### src/rtl/key_input_conditioner.sv
// Keypad front-end: two-flop synchroniser, tick-based debounce, press/release/
// long-press pulses, per-key pending bits and a small ordered event queue with
// a valid/ready handshake. Downstream logic uses only the clean outputs.
module key_input_conditioner #(
  parameter int N_KEYS     = 12,
  parameter int DEB_TICKS  = 4,
  parameter int LONG_TICKS = 100,
  parameter int FIFO_DEPTH = 4
) (
  input  logic              clk,
  input  logic              rst_n,
  input  logic              tick,
  input  logic [N_KEYS-1:0] key_raw,
  output logic [N_KEYS-1:0] key_level,
  output logic [N_KEYS-1:0] key_press,
  output logic [N_KEYS-1:0] key_release,
  output logic [N_KEYS-1:0] key_long,
  output logic              evt_valid,
  output logic [3:0]        evt_code,
  output logic              evt_long,
  input  logic              evt_ready,
  output logic              evt_overflow,
  input  logic              ovf_clr
);

  localparam int CODE_W = 4;
  localparam int N_SRC  = 2 * N_KEYS;
  localparam int PTR_W  = (FIFO_DEPTH > 1) ? $clog2(FIFO_DEPTH) : 1;
  localparam int CNT_W  = PTR_W + 1;

  localparam logic [3:0]       DEB_LAST  = 4'(DEB_TICKS - 1);
  localparam logic [9:0]       HOLD_LAST = 10'(LONG_TICKS - 1);
  localparam logic [9:0]       HOLD_MAX  = 10'(LONG_TICKS);
  localparam logic [CNT_W-1:0] CNT_FULL  = CNT_W'(FIFO_DEPTH);

  logic [N_KEYS-1:0] sync_meta;
  logic [N_KEYS-1:0] sync_s;
  logic [3:0]        deb_cnt  [N_KEYS];
  logic [9:0]        hold_cnt [N_KEYS];

  // Pending bits: [N_KEYS-1:0] are press events, [N_SRC-1:N_KEYS] long events.
  logic [N_SRC-1:0]  pend_q;
  logic [N_SRC-1:0]  pend_set;
  logic [N_SRC-1:0]  grant;
  logic [N_SRC-1:0]  grant_eff;
  logic              req_any;
  logic [CODE_W-1:0] req_code;
  logic              req_long;

  logic [CODE_W:0]    fifo_mem [FIFO_DEPTH];
  logic [PTR_W-1:0]   wr_ptr;
  logic [PTR_W-1:0]   rd_ptr;
  logic [CNT_W-1:0]   fifo_cnt;
  logic               fifo_full;
  logic               push;
  logic               pop;
  logic [CODE_W:0]    head;

  // Two-flop synchroniser on every raw pin.
  always_ff @(posedge clk) begin
    if (!rst_n) begin
      sync_meta <= '0;
      sync_s    <= '0;
    end else begin
      // NOTE: state is updated with <= so every flop samples pre-edge values;
      // with = the second stage would see this cycle's first stage and the
      // synchroniser would collapse to one flop.
      sync_meta <= key_raw;
      sync_s    <= sync_meta;
    end
  end

  // Debounce: a level change is accepted after DEB_TICKS disagreeing ticks.
  always_ff @(posedge clk) begin
    if (!rst_n) begin
      for (int i = 0; i < N_KEYS; i++) deb_cnt[i] <= '0;
      key_level   <= '0;
      key_press   <= '0;
      key_release <= '0;
    end else begin
      key_press   <= '0;
      key_release <= '0;
      for (int i = 0; i < N_KEYS; i++) begin
        if (sync_s[i] == key_level[i]) begin
          deb_cnt[i] <= '0;
        end else if (tick) begin
          if (deb_cnt[i] == DEB_LAST) begin
            key_level[i]   <= ~key_level[i];
            key_press[i]   <= ~key_level[i];
            key_release[i] <= key_level[i];
            deb_cnt[i]     <= '0;
          end else begin
            deb_cnt[i] <= deb_cnt[i] + 4'd1;
          end
        end
      end
    end
  end

  // Hold timer: saturates at LONG_TICKS so a hold yields exactly one long pulse.
  always_ff @(posedge clk) begin
    if (!rst_n) begin
      for (int i = 0; i < N_KEYS; i++) hold_cnt[i] <= '0;
      key_long <= '0;
    end else begin
      key_long <= '0;
      for (int i = 0; i < N_KEYS; i++) begin
        if (!key_level[i]) begin
          hold_cnt[i] <= '0;
        end else if (tick && (hold_cnt[i] != HOLD_MAX)) begin
          hold_cnt[i] <= hold_cnt[i] + 10'd1;
          if (hold_cnt[i] == HOLD_LAST) key_long[i] <= 1'b1;
        end
      end
    end
  end

  assign pend_set  = {key_long, key_press};
  assign fifo_full = (fifo_cnt == CNT_FULL);
  assign pop       = (fifo_cnt != '0) && evt_ready;
  assign push      = req_any && !fifo_full;
  assign grant_eff = push ? grant : '0;

  // Fixed-priority arbiter: lowest pending index wins (presses before longs).
  always_comb begin
    // NOTE: every output of this block gets a default before the loop;
    // otherwise the paths where nothing is pending would infer latches.
    grant    = '0;
    req_any  = 1'b0;
    req_code = '0;
    req_long = 1'b0;
    for (int i = 0; i < N_SRC; i++) begin
      if (!req_any && pend_q[i]) begin
        req_any  = 1'b1;
        grant[i] = 1'b1;
        if (i < N_KEYS) begin
          req_code = CODE_W'(i);
          req_long = 1'b0;
        end else begin
          req_code = CODE_W'(i - N_KEYS);
          req_long = 1'b1;
        end
      end
    end
  end

  // Pending bits and sticky overflow; a bit granted this cycle is not lost.
  always_ff @(posedge clk) begin
    if (!rst_n) begin
      pend_q       <= '0;
      evt_overflow <= 1'b0;
    end else begin
      pend_q <= (pend_q & ~grant_eff) | pend_set;
      if (|(pend_set & pend_q & ~grant_eff)) evt_overflow <= 1'b1;
      else if (ovf_clr)                      evt_overflow <= 1'b0;
    end
  end

  // Queue storage: written on push only.
  always_ff @(posedge clk) begin
    // NOTE: the storage array has no reset; emptiness is tracked by the
    // pointers and count, and stale entries are never presented as valid.
    if (push) fifo_mem[wr_ptr] <= {req_long, req_code};
  end

  // Queue pointers and occupancy; fullness uses the count before this edge.
  always_ff @(posedge clk) begin
    if (!rst_n) begin
      wr_ptr   <= '0;
      rd_ptr   <= '0;
      fifo_cnt <= '0;
    end else begin
      if (push) wr_ptr <= wr_ptr + PTR_W'(1);
      if (pop)  rd_ptr <= rd_ptr + PTR_W'(1);
      case ({push, pop})
        2'b10:   fifo_cnt <= fifo_cnt + CNT_W'(1);
        2'b01:   fifo_cnt <= fifo_cnt - CNT_W'(1);
        default: fifo_cnt <= fifo_cnt;
      endcase
    end
  end

  assign head      = fifo_mem[rd_ptr];
  assign evt_valid = (fifo_cnt != '0);
  assign evt_code  = evt_valid ? head[CODE_W-1:0] : '0;
  assign evt_long  = evt_valid ? head[CODE_W] : 1'b0;

endmodule

### config.mk
export PLATFORM = sky130hd
export DESIGN_NAME = key_input_conditioner
export DESIGN_NICKNAME = d
export VERILOG_FILES = /design/src/rtl/key_input_conditioner.sv
export SDC_FILE = /design/constraint.sdc
export NUM_CORES = 1
export LEC_CHECK = 0
export ABC_AREA = 0
export CAP_MARGIN = 0
export CORE_MARGIN = 4
export CORE_UTILIZATION = 50
export DETAILED_ROUTE_END_ITERATION = 8
export GPL_ROUTABILITY_DRIVEN = 0
export PLACE_DENSITY = 0.68
export SYNTH_ARGS = -nofsm -noshare
export SYNTH_HDL_FRONTEND = slang
export SYNTH_SLANG_ARGS = --single-unit
export TNS_END_PERCENT = 50
### constraint.sdc
create_clock -name clk -period 8.6 [get_ports clk]
set_clock_uncertainty 0.1 [all_clocks]
set_input_delay 2.15 -clock clk [delete_from_list [all_inputs] [get_ports clk]]
set_output_delay 2.15 -clock clk [all_outputs]
set_load 0.01 [all_outputs]
==> flow_results.org <==
** Worst setup path
- Largest incremental delay on the critical path :: ~860 ps
- The worst setup path is launched from an input port.
- Type of the setup path with the least slack :: in -> reg
- Data arrives at the worst endpoint at ~4800 ps.
- Count of cells along the worst register-to-register path :: 10
- Critical Path, Cell by Cell :: clkdlybuf4s50_1 -> buf_4 -> and2_1 -> nand2_1 -> o21bai_1 -> nand3_1
- STA classifies the critical path endpoint as a flip-flop.
- The largest individual stage delay along the critical path comes from the cell sky130_fd_sc_hd__and2_1.
- Required arrival time at the worst endpoint :: 8680 ps
- Worst Path Max Fanout :: 19

** Logic synthesis
- After synthesis, the largest family of logic cells by area is simple AND/OR/NAND/NOR gates.
- Number of library cell types mapped by synthesis :: 61
- Of the total synthesized cell area, the portion taken by XOR and XNOR cells is 0.08605.
- Post-synthesis sequential element count :: roughly 290
- A synthesized cell averages roughly 11 µm².
- Post-synth top area share :: 0.4109
- Counting every instance in the synthesized netlist gives around 1300.
- Library cell with the highest instance count after synthesis :: sky130_fd_sc_hd__nor2_1
- Measured against the total synthesized area, the mux share comes to 0.008195.
- Of the total synthesized cell area, the portion taken by AND, OR, NAND and NOR gates is 0.2090.
- Counting flops with an async set or reset pin after synthesis yields a share of 0.
- During synthesis, Yosys emitted a total of 0 warnings.
- Commonest cells in the netlist :: sky130_fd_sc_hd__nor2_1, sky130_fd_sc_hd__edfxtp_1, sky130_fd_sc_hd__dfxtp_1
- The fraction of the mapped netlist area in compound gates was 0.06146.
- Counting flops with a built-in enable in the synthesized netlist gives 188.
- Synthesized-area fraction occupied by adder cells :: 0.03879
- Synth area leader :: sky130_fd_sc_hd__edfxtp_1
- Synth Cell Area :: 0.01374 mm²
- For this run, the register share of the synthesized area comes to 0.5653.
- Largest cells by area after synthesis :: sky130_fd_sc_hd__edfxtp_1, sky130_fd_sc_hd__dfxtp_1, sky130_fd_sc_hd__nor2_1, sky130_fd_sc_hd__xor2_1, sky130_fd_sc_hd__ha_1
- Mapped Nets :: 1360
- Post-synth top flop :: sky130_fd_sc_hd__edfxtp_1

** STA
- Slew Viols, Final :: 0
- The final hold violation count is 0.
- Measured against its own limit, the worst slew margin works out to 0.3180.
- Pin slew with the least headroom to its limit :: ~1000 ps
- Dividing the final minimum period by the clock period gives 0.5527.
- Setup repair after global routing left no endpoint under its margin.
- Static timing analysis puts the maximum clock frequency at 210.4 MHz.
- The worst path in the final design needs a cycle of approximately 4800 ps, including I/O delays and setup.
- Total setup violations reported at the end of the flow :: 0
- After routing, the total negative slack on setup checks comes to 0 ps.

** Floorplan
- The initial utilization of the core area, before any placement, comes to 0.5084.
- After floorplanning, the core was divided into 60 placement rows.
- Area of the core region :: roughly 0.027 mm²
- The floorplan step defined a die boundary enclosing 0.03020 mm².
- Boundary Pins :: 72
- The floorplan step set the die height to 173.8 µm.
- Measured along the x axis, the die boundary spans 173.8 µm.

** Worst hold path
- Worst min-delay path class :: reg -> reg
- Counting instances, the worst hold path has a depth of 1.

** Run
- The tool flagged a number of max-cap violations equal to 0.

** Clocking
- Sink Count :: 294
- In this run, post-CTS hold repair placed 0 buffers.
- Maximum level of the CTS H-tree :: 1
- The clock reaches the later pin of the worst-skew pair after about 550 ps.
- Clock tree synthesis selected as its root buffer the cell sky130_fd_sc_hd__clkbuf_16.
- TritonCTS clock tree :: done
- After clock tree synthesis, the repair step resized 0 gates.
- After clock tree synthesis, the clock-pin slew on the worst setup and hold paths is about 60 ps.
- CTS Buf Count :: 30
- Buffers added to address setup during post-CTS repair amount to 0.
- The clock passes through at most 3 buffers.

** Place
- Final HPWL from detailed placement :: between 15 and 20 mm
- Number of buffers added on ports :: 71

** Pwr
- Static power due to leakage :: 5.683 nW
- VDD IR max :: roughly 0.000099 V
- Power per Cell Area :: 183.1 mW/mm²
- Power share of the combinational group :: 0.014
- Switching component of the power :: roughly 0.56 mW
- Of the total power, the clock network draws 0.467.
- Of the total power, registers draw 0.519.
- Of the total power, the share spent switching nets is 0.1937.
- Cell internal power was estimated by the tool at between 2 and 2.5 mW.
- Summing internal, switching and leakage power gives 2.895 mW.

** Global route
- Vias in the first global route :: between 9000 and 10000
- Largest net degree at the start of global routing :: 59
- Initial antenna violation count :: 0
- GRT Util Overall :: 0.1782
- The first global-routing pass estimated 45.11 mm of wire.
- Global route overflow :: 0

** Detailed routing
- The detail route stage leaves a number of antenna-violating nets equal to 0.
- For this run, design rule violations remaining after detail routing come to 0.
- Detailed-route wire length per cell :: 15.74 µm
- Routed vias/inst :: 5.378
- DR iter-0 viols :: slightly above 700
- The first detailed-routing pass took 7 iterations.
- Wire length after detailed routing :: 27.34 mm
- Vias after detailed routing :: slightly above 9000

** Status
- The flow ran to the end, and the final reports show no timing, DRC or antenna violations.

** Finish
- FF/Latch Area :: just under 0.008 mm²
- Fill count :: around 2300
- The net count of the finished layout is ~1400.
- Share of layout cells above drive strength 1 :: 0.05587
- Growth of design area from synthesis to finish :: 15.05%
- Summing all multi-input logic gate instances after layout gives 0.005544 mm².
- Antenna Cells :: 0
==> critical path, delay by kind of cell <==
family	cells	cell delay [ps]
buffers and inverters	2	740
AND/OR/NAND/NOR	3	1530
AO/OA/AOI/OAI	1	400
==> layer usage <==
metal,global-route usage,vias up,part of all wire
met5,0,-,0
met4,0.05147,0,0.025
met3,0.02334,42,0.042
met2,0.2909,179,0.46
met1,0.2514,4418,0.47
li1,-,4702,-
==> cell type report <==
type / count / area share
clock inverter: 14 / 0.01132
tap: 341 / 0.02699
multi-input combinational: 895 / 0.3507
inverter: 75 / 0.01781
timing repair buffer: 76 / 0.04701
sequential: 294 / 0.4913
clock buffer: 42 / 0.05485
==> sequential cells by signal, indices dropped and copies added, names as in the netlist, 20 cells and up, named ones only <==
name	count
fifo_mem	20
deb_cnt	48
pend_q	24
hold_cnt	120
==> power groups by stage <==
stage / Clock [mW] / Combinational, mW / Sequential (mW)
after floorplan: 0 / 0.0242 / 1.53
after global placement: 0 / 0.0413 / 1.53
after detailed placement: 0 / 0.0418 / 1.53
after CTS: 1.38 / 0.0422 / 1.50
after global routing: 1.44 / 0.0464 / 1.50
final: 1.35 / 0.0416 / 1.50
==> cell usage in the layout, fill, tap and decap left out, types with 7 or more instances in the layout <==
cell / instances
sky130_fd_sc_hd__a21boi_0: 11
sky130_fd_sc_hd__a21oi_1: 20
sky130_fd_sc_hd__and2_1: 39
sky130_fd_sc_hd__and3_1: 16
sky130_fd_sc_hd__clkbuf_16: 31
sky130_fd_sc_hd__clkdlybuf4s50_1: 70
sky130_fd_sc_hd__dfxtp_1: 106
sky130_fd_sc_hd__edfxtp_1: 188
sky130_fd_sc_hd__ha_1: 41
sky130_fd_sc_hd__inv_1: 75
sky130_fd_sc_hd__nand2_1: 102
sky130_fd_sc_hd__nand3_1: 101
sky130_fd_sc_hd__nand4_1: 11
sky130_fd_sc_hd__nor2_1: 212
sky130_fd_sc_hd__nor2b_1: 16
sky130_fd_sc_hd__nor3_1: 31
sky130_fd_sc_hd__nor4_1: 25
sky130_fd_sc_hd__o21a_1: 22
sky130_fd_sc_hd__o21ai_0: 19
sky130_fd_sc_hd__o31a_1: 7
sky130_fd_sc_hd__or4_1: 10
sky130_fd_sc_hd__xnor2_1: 51
sky130_fd_sc_hd__xor2_1: 84
==> final timing paths <==
kind	start	endpoint	slack, ps
worst min register to register	sync_meta[3]$_SDFF_PN0_	sync_s[3]$_SDFF_PN0_	330
worst max register to register	pend_q[14]$_SDFF_PN0_	fifo_cnt[2]$_SDFFE_PN0P_	5010
worst max-delay path	tick	hold_cnt[0][38]$_SDFFCE_PN0P_	3850
worst min-delay path	sync_meta[3]$_SDFF_PN0_	sync_s[3]$_SDFF_PN0_	330
==> logic make-up (layout without fill, tap and decap cells) <==
group	Yosys count	in the layout
buffers and inverters	112	207
muxes	5	5
xor gates and xnor gates	135	135
adders and majority gates	42	42
DFF	294	294
AOI/OAI and AO/OA	121	121
and+or+nand+nor	592	592
==> metrics by stage <==
step | utilization | hold WS, ps | std cells | setup slack (ps) | instance area, µm²
after global routing | 0.5850 | 351.9 | 1737 | 3574 | 15810
after detailed placement | 0.5463 | 317.9 | 1681 | 3307 | 14760
after global placement | 0.5463 | 315.1 | 1681 | 3398 | 14760
after floorplan | - | 311.9 | 1301 | 4602 | 13740
final | 0.5850 | 330.5 | 1737 | 3847 | 15810
after CTS | 0.5850 | 332.4 | 1737 | 3837 | 15810
Note: power is estimated with default switching activity, not from simulation.
